--- config.mk ---
export PLATFORM = sky130hd
export DESIGN_NAME = llc_cmd_dispatch
export DESIGN_NICKNAME = d
export VERILOG_FILES = /design/src/rtl/llc_cmd_dispatch.sv
export SDC_FILE = /design/constraint.sdc
export NUM_CORES = 1
export LEC_CHECK = 0
export CAP_MARGIN = 10
export CORE_MARGIN = 3
export CORE_UTILIZATION = 58
export DETAILED_ROUTE_END_ITERATION = 10
export GPL_TIMING_DRIVEN = 0
export PLACE_DENSITY = 0.88
export SYNTH_ARGS = -nofsm -noshare
export SYNTH_HDL_FRONTEND = slang
export SYNTH_SLANG_ARGS = --single-unit
--- constraint.sdc ---
create_clock -name clk -period 11 [get_ports clk]
set_clock_uncertainty 0.15 [all_clocks]
set_input_delay 1.65 -clock clk [delete_from_list [all_inputs] [get_ports clk]]
set_output_delay 1.65 -clock clk [all_outputs]
set_load 0.01 [all_outputs]
--- src/rtl/llc_cmd_dispatch.sv ---
// Trace command dispatcher for the LLC model: legal-opcode filter, decode FIFO,
// valid/ready issue and global-clear serialisation. Optional LLC_STATS_EN adds rd/wr counters.
`timescale 1ns/1ps
module llc_cmd_dispatch #(
  parameter int unsigned DEPTH    = 4,
  parameter int unsigned OFFSET_W = 6,
  parameter int unsigned INDEX_W  = 15,
  parameter int unsigned TAG_W    = 11
) (
  input  logic                      clk,
  input  logic                      rst_n,
  input  logic                      in_valid,
  output logic                      in_ready,
  input  logic [3:0]                in_cmd,
  input  logic [31:0]               in_addr,
  output logic                      out_valid,
  input  logic                      out_ready,
  output logic [3:0]                out_cmd,
  output logic [TAG_W-1:0]          out_tag,
  output logic [INDEX_W-1:0]        out_index,
  output logic [OFFSET_W-1:0]       out_offset,
  output logic [1:0]                out_class,
  input  logic                      clr_done,
  output logic [7:0]                err_cnt,
  output logic [$clog2(DEPTH):0]    fifo_cnt
`ifdef LLC_STATS_EN
  ,
  output logic [31:0]               rd_cnt,
  output logic [31:0]               wr_cnt
`endif
);

  localparam int unsigned PTR_W = $clog2(DEPTH);
  localparam int unsigned CNT_W = PTR_W + 1;

  typedef struct packed {
    logic [3:0]          cmd;
    logic [TAG_W-1:0]    tag;
    logic [INDEX_W-1:0]  index;
    logic [OFFSET_W-1:0] offset;
    logic [1:0]          cls;
  } entry_t;

  typedef enum logic {
    ST_RUN      = 1'b0,
    ST_WAIT_CLR = 1'b1
  } state_e;

  state_e             state_q, state_d;
  entry_t             mem_q [DEPTH];
  logic [PTR_W-1:0]   wr_ptr_q, wr_ptr_d;
  logic [PTR_W-1:0]   rd_ptr_q, rd_ptr_d;
  logic [CNT_W-1:0]   cnt_q, cnt_d;
  logic [7:0]         err_q, err_d;

  entry_t             wr_entry;
  entry_t             head;
  logic               cmd_legal;
  logic               accept;
  logic               push;
  logic               pop;

  // Decode at enqueue so the head drives the core straight from storage
  always_comb begin
    cmd_legal = (in_cmd <= 4'd6) || (in_cmd == 4'd8) || (in_cmd == 4'd9);
    wr_entry.cmd    = in_cmd;
    wr_entry.tag    = in_addr[OFFSET_W+INDEX_W +: TAG_W];
    wr_entry.index  = in_addr[OFFSET_W +: INDEX_W];
    wr_entry.offset = in_addr[OFFSET_W-1:0];
    if (in_cmd <= 4'd2) begin
      wr_entry.cls = 2'd0;
    end else if (in_cmd <= 4'd6) begin
      wr_entry.cls = 2'd1;
    end else begin
      wr_entry.cls = 2'd2;
    end
  end

  assign in_ready = (cnt_q < CNT_W'(DEPTH));
  assign accept   = in_valid && in_ready;
  assign push     = accept && cmd_legal;
  assign pop      = out_valid && out_ready;
  assign head     = mem_q[rd_ptr_q];
  assign fifo_cnt = cnt_q;
  assign err_cnt  = err_q;

  // FSM state register
  always_ff @(posedge clk or negedge rst_n) begin
    if (!rst_n) begin
      state_q <= ST_RUN;
    end else begin
      state_q <= state_d;
    end
  end

  // FSM next state and issue outputs; payload forced to zero when nothing is offered
  always_comb begin
    state_d    = state_q;
    out_valid  = 1'b0;
    out_cmd    = '0;
    out_tag    = '0;
    out_index  = '0;
    out_offset = '0;
    out_class  = '0;
    case (state_q)
      ST_RUN: begin
        out_valid = (cnt_q != '0);
        if (out_valid) begin
          out_cmd    = head.cmd;
          out_tag    = head.tag;
          out_index  = head.index;
          out_offset = head.offset;
          out_class  = head.cls;
          if (out_ready && (head.cmd == 4'd8)) begin
            state_d = ST_WAIT_CLR;
          end
        end
      end
      ST_WAIT_CLR: begin
        if (clr_done) begin
          state_d = ST_RUN;
        end
      end
      default: state_d = ST_RUN;
    endcase
  end

  // Pointer, occupancy and error-counter next state
  always_comb begin
    wr_ptr_d = wr_ptr_q + PTR_W'(push);
    rd_ptr_d = rd_ptr_q + PTR_W'(pop);
    cnt_d    = cnt_q + CNT_W'(push) - CNT_W'(pop);
    err_d    = err_q;
    if (accept && !cmd_legal && (err_q != 8'hFF)) begin
      err_d = err_q + 8'd1;
    end
  end

  always_ff @(posedge clk or negedge rst_n) begin
    if (!rst_n) begin
      wr_ptr_q <= '0;
      rd_ptr_q <= '0;
      cnt_q    <= '0;
      err_q    <= '0;
    end else begin
      wr_ptr_q <= wr_ptr_d;
      rd_ptr_q <= rd_ptr_d;
      cnt_q    <= cnt_d;
      err_q    <= err_d;
    end
  end

  // Storage array needs no reset: unread entries are never offered
  always_ff @(posedge clk) begin
    if (push) begin
      mem_q[wr_ptr_q] <= wr_entry;
    end
  end

`ifdef LLC_STATS_EN
  logic [31:0] rd_q, rd_d;
  logic [31:0] wr_q, wr_d;

  always_comb begin
    rd_d = rd_q;
    wr_d = wr_q;
    if (pop) begin
      if ((head.cmd == 4'd0) || (head.cmd == 4'd2)) begin
        rd_d = rd_q + 32'd1;
      end
      if (head.cmd == 4'd1) begin
        wr_d = wr_q + 32'd1;
      end
    end
  end

  always_ff @(posedge clk or negedge rst_n) begin
    if (!rst_n) begin
      rd_q <= '0;
      wr_q <= '0;
    end else begin
      rd_q <= rd_d;
      wr_q <= wr_d;
    end
  end

  assign rd_cnt = rd_q;
  assign wr_cnt = wr_q;
`endif

endmodule

Word-level counts from Yosys, hierarchy flattened --
Memory sizes are Yosys's and may differ from the RTL's. Index checks and enable logic that the tools add are counted.
Storage, ports and cells: memories kept 1, memory bits (writable) 152, bits of input ports 41, register bits after elaboration 16, logic and storage cells 48, output and inout port bits 51
Memories:
- mem_q | words 4, width 38, rd ports 1, clocked after Yosys merged registers in 0, write ports 1, RTL line 50 | entry_t mem_q [DEPTH];
Operators by class: eq/ne operators 4, $add $sub $neg 5, $lt $le $gt $ge 3, bitwise operators 1, reductions and logical operators 10, mux-type cells 19
Operators by type and width (count):
- 15-bit two-way mux | 2
- 11-bit two-way mux | 2
- 4-bit equality test, second input constant | 3
- 6-bit two-way mux | 2
- 8-bit by 1-bit adder with 8-bit output, second input constant | 1
- 2-bit two-way mux | 4
- 4-bit two-way mux | 2
- 8-bit != test, second input constant | 1
- 1-bit logical AND | 6
- 1-bit two-way mux | 6
- 2-bit by 1-bit adder with 2-bit output | 2
- 4-bit by 2-bit less-or-equal comparator with 1-bit output, second input constant | 1
- 4-bit by 3-bit less-or-equal comparator with 1-bit output, second input constant | 1
- 3-bit by 1-bit adder with 3-bit output | 1
- 3-bit less-than comparator, second input constant | 1
- 3-bit nonzero test | 1
- 3-bit by 1-bit subtractor with 3-bit output | 1
- 1-bit logical OR | 2
- 1-bit case mux with 2 select lines | 1
- 1-bit logical NOT | 1
- 1-bit NOT | 1

Depth between registers and ports, before layout --
Gate-level depths: netlist of run 1.
depth in word-level cells 6, depth in mapped cells 10, gate-level depth less buffers 10

Least setup slack after synthesis of run 1 --
No wires, ideal clock.
path type input port to flip-flop, from in in_cmd[1], to mem mem_q[2][0] (netlist bit) (enable), buffers on the path 0, path slack 5.354 ns, setup time 0.489 ns, stages on the path 4, required time 10.361 ns, data arrival time 5.007 ns, path through o21ai_0 > and3_1 > inv_1 > nor3b_1
Between the ends: longest elaborated chain between the ends 6, elaborated cells on any way between the ends 8, those cells by class 1 x order compare; 2 x eq/ne; 2 x mux; 3 x reduce/logical
Ends and longest elaborated chain:
- start, declared | RTL line 14 | input logic [3:0] in_cmd,
- 4-bit by 3-bit less-or-equal comparator with 1-bit output / 4-bit equality test (equally long branches) | RTL line 65 | cmd_legal = (in_cmd <= 4'd6) || (in_cmd == 4'd8) || (in_cmd == 4'd9);
- 1-bit logical OR | RTL line 65
- 1-bit logical OR (*) | RTL line 65
- 1-bit logical AND (*) | RTL line 81 | assign push = accept && cmd_legal;
- 1-bit two-way mux (*) | RTL line 155 | if (push) begin
- 1-bit two-way mux (implied by the code) (*) | RTL line 156 | mem_q[wr_ptr_q] <= wr_entry;
- end, declared | RTL line 50
Mark *: on every way between the ends. The rest lies on a longest branch, timed or not.

Worst setup path in the final report of run 1 --
from reg cnt_q[1] (netlist: fifo_cnt[1]), to out out_tag[5]
Between the ends: longest elaborated chain between the ends 3
Ends and longest elaborated chain:
- start, declared | RTL line 53 | logic [CNT_W-1:0] cnt_q, cnt_d;
- start signal, assigned | RTL line 148 | cnt_q <= cnt_d;
- 3-bit nonzero test | RTL line 107 | out_valid = (cnt_q != '0);
- 11-bit two-way mux | RTL line 108 | if (out_valid) begin
- 11-bit two-way mux | RTL line 105 | case (state_q)
- end, declared | RTL line 19 | output logic [TAG_W-1:0] out_tag,
No other way between the ends.

==> results of run 1 <==
==> worst max-delay path, cell delays in order (launching register included) <==
cell and delay, ps:
dfrtp_1 440, nor3_1 110, nor2_1 210, clkbuf_1 380, clkbuf_1 370, and2_1 210, clkdlybuf4s50_1 540
==> metrics by stage <==
stage / power, µW / std cells / worst slack [ps] / hold WS [ps] / instance area [µm²]
global route: 2280 / 592 / 6310 / 399 / 8390
finish: 2170 / 592 / 6520 / 371 / 8390
detailed placement: 1630 / 560 / 6430 / 352 / 7820
global placement: 1610 / 550 / 2700 / 331 / 7670
floorplan: 1250 / 319 / 5350 / 316 / 6590
CTS: 2200 / 592 / 6450 / 365 / 8390
==> cells by family (layout without fill, tap and decap cells) <==
group	after synthesis	count (layout)	synth area share, %
multiplexers	40	40	13.4
adder cells (fa/ha/maj)	6	6	1.25
XOR/XNOR	9	9	1.20
flip-flops	168	168	75.4
AO/OA/AOI/OAI	7	7	0.741
buffers and inverters	20	153	1.67
AND/OR/NAND/NOR	69	69	6.35
==> sequential cells by signal, indices dropped and copies added (netlist names) <==
signal and flops:
rd_ptr_q 2, state_q 1, mem_q 152, wr_ptr_q 2
err_cnt 8, fifo_cnt 3
==> Yosys cell counts (all sizes together) (4+ instances only) <==
cell type	number	share of area, %
edfxtp	152	69
and2	40	3.8
mux4	38	13
dfrtp	16	6.1
buf	8	0.99
inv	8	0.46
ha	5	0.95
nor2	5	0.29
xor2	5	0.66
clkbuf	4	0.23
nand2	4	0.23
nor3	4	0.38
xnor2	4	0.53
==> cell type report <==
type	count	area [µm²]
inverter	8	30.0
multi-input combinational	131	1530
clock buffer	20	437
clock inverter	12	129
buffer	12	80.1
fill	634	2600
timing repair buffer	101	1040
sequential	168	4960
tap	140	175
==> routing by layer <==
layer  GRT usage, %  share of wire (%)
met1           26.3                 40
met3           6.31                6.3
met5              0                  0
met2           34.0                 52
met4           7.05                1.4
==> power groups by stage <==
stage / combinational [µW] / clock, µW / sequential, µW
finish: 802 / 561 / 810
global route: 860 / 603 / 818
floorplan: 433 / 0 / 821
detailed placement: 812 / 0 / 823
global placement: 788 / 0 / 821
CTS: 819 / 569 / 810
==> path summary, 6_finish.rpt <==
| kind | end | slack, ps | cells after the start |
|---|---|---|---|
| max | out_tag[5] | 6520 | 6 |
| min | state_q | 370 | 1 |
| max reg2reg | mem_q[2][21] | 8380 | 7 |
| min reg2reg | state_q | 370 | 1 |
| max in group asynchronous | rd_ptr_q[1] | 8710 | 1 |
| min in group asynchronous | err_cnt[4] | 1530 | 1 |
==> qor.yml, run 1 <==
clocking:
  insertion_delay_ps: 410
  cts_tree: "yes"
  postCtsSetupBuffers: 0
  cts.clk_slew.worst_paths_ps: 60
  htree_levels: 4
  clockBufferDepth: 2
  cts_root_buffer: "clkbuf_16"
  cts_sinks: 168
  ctsResizeCount: 0
  hold_buffers: 0
  cts_made_buffers: 17
routing:
  vias: 3367
  ant_nets: 0
  drt_iter0_drc: 213
  routed_wl_um: 12000
  drc: 0
  wl_per_cell_um: 20.3
  avgViaCountPerCell: 5.69
  first_pass_iters: 5
status:
  status: "finished clean"
cells_and_area:
  drive_gt1_share_pct: 20.1
  diodes: 0
  final_common_cell: "edfxtp_1"
  final_nets: 486
  most-common-layout-cells: "edfxtp_1 (152), clkdlybuf4s50_1 (91), and2_1 (40), mux4_2 (37), clkbuf_16 (17)"
  layout-area-overhead-vs-synth_pct: 27.3
  fin_util_pct: 76.4
min_path:
  min_from: "state_q"
  hp-class: "flip-flop to flip-flop"
global_route:
  grt_pass1_vias: 3611
  grt_pass1_wl_um: 19300
  antenna_found_initial: 0
  grt_max_degree: 28
  overflow: 0
  grt_usage_pct: 20.6
pwr:
  p_clk_share_pct: 25.8
  switching_share_pct: 28.0
  p_sw_uw: 609
  powerDensity_nw_per_um2: 259
  cellLeakagePower_uw: 0.00281
  ir_drop_v: 0.000145
  intPower_uw: 1560
  combPwrFrac_pct: 36.9
  p_seq_share_pct: 37.3
synth:
  synthDistinctLibCells: 31
  seq_area_frac_synth_pct: 75.4
  postSynthRegisterBits: 168
  synth-edff-count: 152
  syn_nets: 366
  ys_warn_count: 0
  syn-instance-count: 319
  netlist_area_um2: 6590
  syn_avg_cell_area_um2: 20.6
  synth-main-ff-cell: "edfxtp_1"
  synthArstFlopShare_pct: 9.52
sta:
  fin_tns_setup_ps: 0
  drv_slew: 0
  finalSetupViolations: 0
  period_share_pct: 40.7
  fin_crit_ps: 4480
  rsz0062_at_grt: "no"
  maxSlewHeadroom_pct: 48.4
  worst_pin_slew_ps: 771
  hold_viol_final: 0
  fmax_ghz: 0.223
floorplanning:
  io_pins: 92
  die_h_um: 113
  dieWidth_um: 113
  initial_utilization_pct: 60.0
  rows: 38
  core-area_um2: 11000
  dieArea_um2: 12700
setup_path:
  crit_start: "fifo_cnt[1]"
  r2r-start: "fifo_cnt[2]"
  critPathKind: "flip-flop to output pin"
  cp_max_fo: 10
  cp.required_ps: 9200
  cp-start-kind: "flip-flop"
  critPathArrivalTime_ps: 2680
  worstSetupEndpointType: "output pin"
flow_run:
  cap_violations: 0
place:
  gp_congestion: 0.741
  port_buffers: 91
  dp_hpwl_um: 8020
Power figures use the tool's default switching activity.
==> run 2: changes to the inputs <==
CORE_UTILIZATION = 49   (was 58)
PLACE_DENSITY = 0.8   (was 0.88)
clock period = 3.6 ns   (was 11 ns; I/O delays follow)
==> qor.yml, run 2 (synthesis gave the netlist of run 1 again) <==
sta:
  fin_crit_ps: 3320
  worst_pin_slew_ps: 768
  maxSlewHeadroom_pct: 48.6
  fin_tns_setup_ps: 0
  drv_slew: 0
  hold_viol_final: 0
  rsz0062_at_grt: "no"
  period_share_pct: 92.3
  fmax_ghz: 0.301
  setup_ws_ps: 277
  finalSetupViolations: 0
  holdWs_ps: 377
setup_path:
  cp_cell_sequence: "nor3_1 > nor2_1 > clkbuf_2 > clkbuf_1 > and2_1 > clkdlybuf4s50_1"
  cp.required_ps: 2910
  max_stage_delay_ps: 540
  critPathKind: "flip-flop to output pin"
  cp_max_fo: 10
  cp-start-kind: "flip-flop"
  critPathArrivalTime_ps: 2630
  worstSetupEndpointType: "output pin"
  slowest_stage: "clkdlybuf4s50_1"
pwr:
  cellLeakagePower_uw: 0.00285
  p_clk_share_pct: 26.5
  finalPower_uw: 6740
  powerDensity_nw_per_um2: 795
  intPower_uw: 4900
  combPwrFrac_pct: 36.7
  p_seq_share_pct: 36.9
  p_sw_uw: 1840
  ir_drop_v: 0.000360
  switching_share_pct: 27.3
place:
  dp_hpwl_um: 8210
  port_buffers: 91
  place_worst_setup_slack_ps: 306
  placedCellCount: 589
  gp_congestion: 0.777
floorplanning:
  core-area_um2: 12900
  die_h_um: 122
  dieArea_um2: 14900
  initial_utilization_pct: 51.1
  io_pins: 92
  dieWidth_um: 122
  rows: 41
clocking:
  cts_root_buffer: "clkbuf_16"
  postCtsSetupBuffers: 0
  cts.clk_slew.worst_paths_ps: 60
  cts_made_buffers: 17
  cts_tree: "yes"
  cts_sinks: 168
  htree_levels: 4
  clockBufferDepth: 2
  insertion_delay_ps: 410
cells_and_area:
  final_common_cell: "edfxtp_1"
  largest_register: "mem_q"
  fillers: 841
  diodes: 0
  final_nets: 483
  layout-area-overhead-vs-synth_pct: 28.7
  drive_gt1_share_pct: 19.8
  layoutNonFillerInstCount: 621
  largest_reg_flops: 152
  most-common-layout-cells: "edfxtp_1 (152), clkdlybuf4s50_1 (91), and2_1 (40), mux4_2 (37), clkbuf_16 (17)"
global_route:
  overflow: 0
  grt_usage_pct: 17.8
  grt_pass1_vias: 3648
  antenna_found_initial: 0
  grt_pass1_wl_um: 19300
  grt_max_degree: 28
routing:
  first_pass_iters: 4
  avgViaCountPerCell: 5.34
  drt_iter0_drc: 317
  drc: 0
  ant_nets: 0
  routed_wl_um: 12300
  vias: 3319
  wl_per_cell_um: 19.9
status:
  status: "finished clean"
flow_run:
  cap_violations: 0
min_path:
  hp-class: "flip-flop to flip-flop"
run 2: final timing paths:
check,startpoint,endpoint,slack [ps],cells after the start
max in group asynchronous,rst_n,fifo_cnt[0],2430,1
worst max register to register,fifo_cnt[2],fifo_cnt[2],1100,10
worst min-delay path,state_q,state_q,380,1
worst min register to register,state_q,state_q,380,1
min in group asynchronous,rst_n,err_cnt[3],410,1
worst max-delay path,fifo_cnt[1],out_tag[0],280,6
run 2: power groups by stage:
| stage | sequential (µW) | clock, µW | combinational [µW] |
|---|---|---|---|
| 6_report | 2480 | 1780 | 2470 |
| 5_1_grt | 2510 | 1890 | 2680 |
| 4_1_cts | 2490 | 1830 | 2520 |
| 3_5_place_dp | 2520 | 0 | 2510 |
| 3_3_place_gp | 2510 | 0 | 2420 |
| 2_1_floorplan | 2510 | 0 | 1320 |
run 2: repair_timing:
item                                    in CTS  in global routing
hold buffers                                 0                  0
endpoints found under the setup margin       0                 10
gates resized for setup                      0                  2
endpoints found under the hold margin        0                  0
run 2: through the flow:
step                      instance area [µm²]  utilization [%]
final                                    8480             65.8
after global routing                     8480             65.8
after CTS                                8470             65.8
after detailed placement                 7880             61.2
after global placement                   7720             60.0
after floorplan                          6600                -
run 2: worst max-delay path: cells and delay by family (launching register included):
| family | cells | cell delay (ps) |
|---|---|---|
| flip-flops | 1 | 430 |
| AND/OR/NAND/NOR | 3 | 570 |
| buffers and inverters | 3 | 1220 |
run 2: layout make-up:
cell class	count	area [µm²]	area share [%]
flip-flops and latches	168	4960	58.6
multi-input cells	131	1540	18.2
repair buffers	98	1050	12.4
clock buffers	24	472	5.57
well taps	172	215	2.54
clock inverters	8	120	1.42
plain buffers	12	81.3	0.960
inverters	8	30.0	0.354
run 2: per-layer routing:
metal,track usage [%],vias up,wire length (µm)
met1,22.2,1691,5030
met4,6.72,0,181
met3,4.74,18,722
li1,-,1504,-
met5,0,-,0
met2,30.2,106,6400
==> run 3: changes to the inputs <==
CORE_UTILIZATION = 54   (was 49)
PLACE_DENSITY = 0.83   (was 0.8)
clock period = 3.4 ns   (was 3.6 ns; I/O delays follow)
==> qor.yml, run 3 (synthesis gave the netlist of run 1 again) <==
floorplanning:
  core-area_um2: 11700
  die_h_um: 116
  io_pins: 92
  dieArea_um2: 13600
  rows: 39
  dieWidth_um: 116
  initial_utilization_pct: 56.5
global_route:
  overflow: 0
  grt_pass1_vias: 3595
  grt_usage_pct: 19.3
  grt_max_degree: 33
  antenna_found_initial: 0
  grt_pass1_wl_um: 18900
flow_run:
  cap_violations: 0
cells_and_area:
  most-common-layout-cells: "edfxtp_1 (152), clkdlybuf4s50_1 (91), and2_1 (40), mux4_2 (37), clkbuf_16 (17)"
  layoutNonFillerInstCount: 590
  largest_register: "mem_q"
  largest_reg_flops: 152
  final_common_cell: "edfxtp_1"
  final_nets: 482
  drive_gt1_share_pct: 19.7
  layout-area-overhead-vs-synth_pct: 28.2
  diodes: 0
  fillers: 687
place:
  dp_hpwl_um: 7830
  placedCellCount: 559
  place_worst_setup_slack_ps: 153
  gp_congestion: 0.717
  port_buffers: 91
sta:
  worst_pin_slew_ps: 823
  fmax_ghz: 0.322
  fin_tns_setup_ps: 0
  maxSlewHeadroom_pct: 45.1
  drv_slew: 0
  fin_crit_ps: 3110
  period_share_pct: 91.4
  rsz0062_at_grt: "no"
  setup_ws_ps: 292
  finalSetupViolations: 0
  hold_viol_final: 0
pwr:
  ir_drop_v: 0.000458
  finalPower_uw: 7220
  powerDensity_nw_per_um2: 855
  cellLeakagePower_uw: 0.00286
setup_path:
  rr_worst_depth: 10
  critPathKind: "flip-flop to output pin"
  cp_cell_sequence: "buf_6 > buf_6 > mux4_2 > and2_1 > clkdlybuf4s50_1"
  critPathArrivalTime_ps: 2450
  r2r-start: "fifo_cnt[2]"
  cp_common_cell: "buf_6"
  crit_start: "rd_ptr_q[0]"
  slowest_stage: "mux4_2"
  worstSetupEndpointType: "output pin"
  cp.required_ps: 2740
  max_stage_delay_ps: 510
  cp-start-kind: "flip-flop"
  cp_max_fo: 10
routing:
  first_pass_iters: 4
  vias: 3316
  ant_nets: 0
  drt_iter0_drc: 187
  avgViaCountPerCell: 5.62
  routed.top_layer: "met4"
  routed_wl_um: 11900
  drc: 0
  wl_per_cell_um: 20.2
  routed-wl-met2_um: 6360
  wl_met3_um: 569
  wirelength_met1_um: 4770
status:
  status: "finished clean"
clocking:
  htree_levels: 4
  insertion_delay_ps: 410
  cts.clk_slew.worst_paths_ps: 60
  cts_tree: "yes"
  cts_made_buffers: 17
  hold_buffers: 0
  cts_sinks: 168
  clockBufferDepth: 2
  cts_root_buffer: "clkbuf_16"
min_path:
  whs_path_depth: 1
  hp-class: "flip-flop to flip-flop"
  min_from: "state_q"
## run 3: what timing repair did
item | CTS | global route
buffers inserted | 0 | 0
cloned | 0 | 0
resized for setup | 1 | 2
hold endpoints to repair | 0 | 0
setup endpoints to repair | 10 | 10
## run 3: critical path: cells and delay by family, from the launching register on
kind,cells,cell delay [ps]
buffers and inverters,3,930
muxes,1,510
DFF,1,410
and+or+nand+nor,1,170
## run 3: routing by layer
metal | vias up | global-route usage [%]
li1 | 1498 | -
met1 | 1707 | 23.7
met2 | 93 | 32.5
met3 | 18 | 5.80
met4 | 0 | 8.04
met5 | - | 0
## run 3: path summary, 6_finish.rpt
kind,slack [ps],to
max,290,out_tag[7]
min,350,state_q
max reg2reg,910,fifo_cnt[2]
min reg2reg,350,state_q
max in group asynchronous,2230,fifo_cnt[0]
min in group asynchronous,390,err_cnt[4]
## run 3: per-stage QoR
step / util, % / hold slack (ps) / instance area (µm²)
finish: 72.4 / 354 / 8440
floorplan: - / 64.4 / 6600
detailed placement: 67.1 / 339 / 7830
CTS: 72.4 / 352 / 8440
global route: 72.4 / 382 / 8440
global placement: 65.9 / 331 / 7680
## run 3: power breakdown
group	internal (µW)	switching, µW	total (µW)
registers	2490	139	2630
logic	1500	1100	2610
clock network	1280	699	1980
total	5280	1940	7220
## run 3: cell type report
cell class / instances / area, µm² / share of cell area, %
buffer: 12 / 82.6 / 0.978
clock buffer: 19 / 433 / 5.13
clock inverter: 12 / 181 / 2.15
inverter: 8 / 30.0 / 0.356
multi-input combinational: 131 / 1540 / 18.3
sequential: 168 / 4960 / 58.8
tap: 143 / 179 / 2.12
timing repair buffer: 97 / 1030 / 12.2
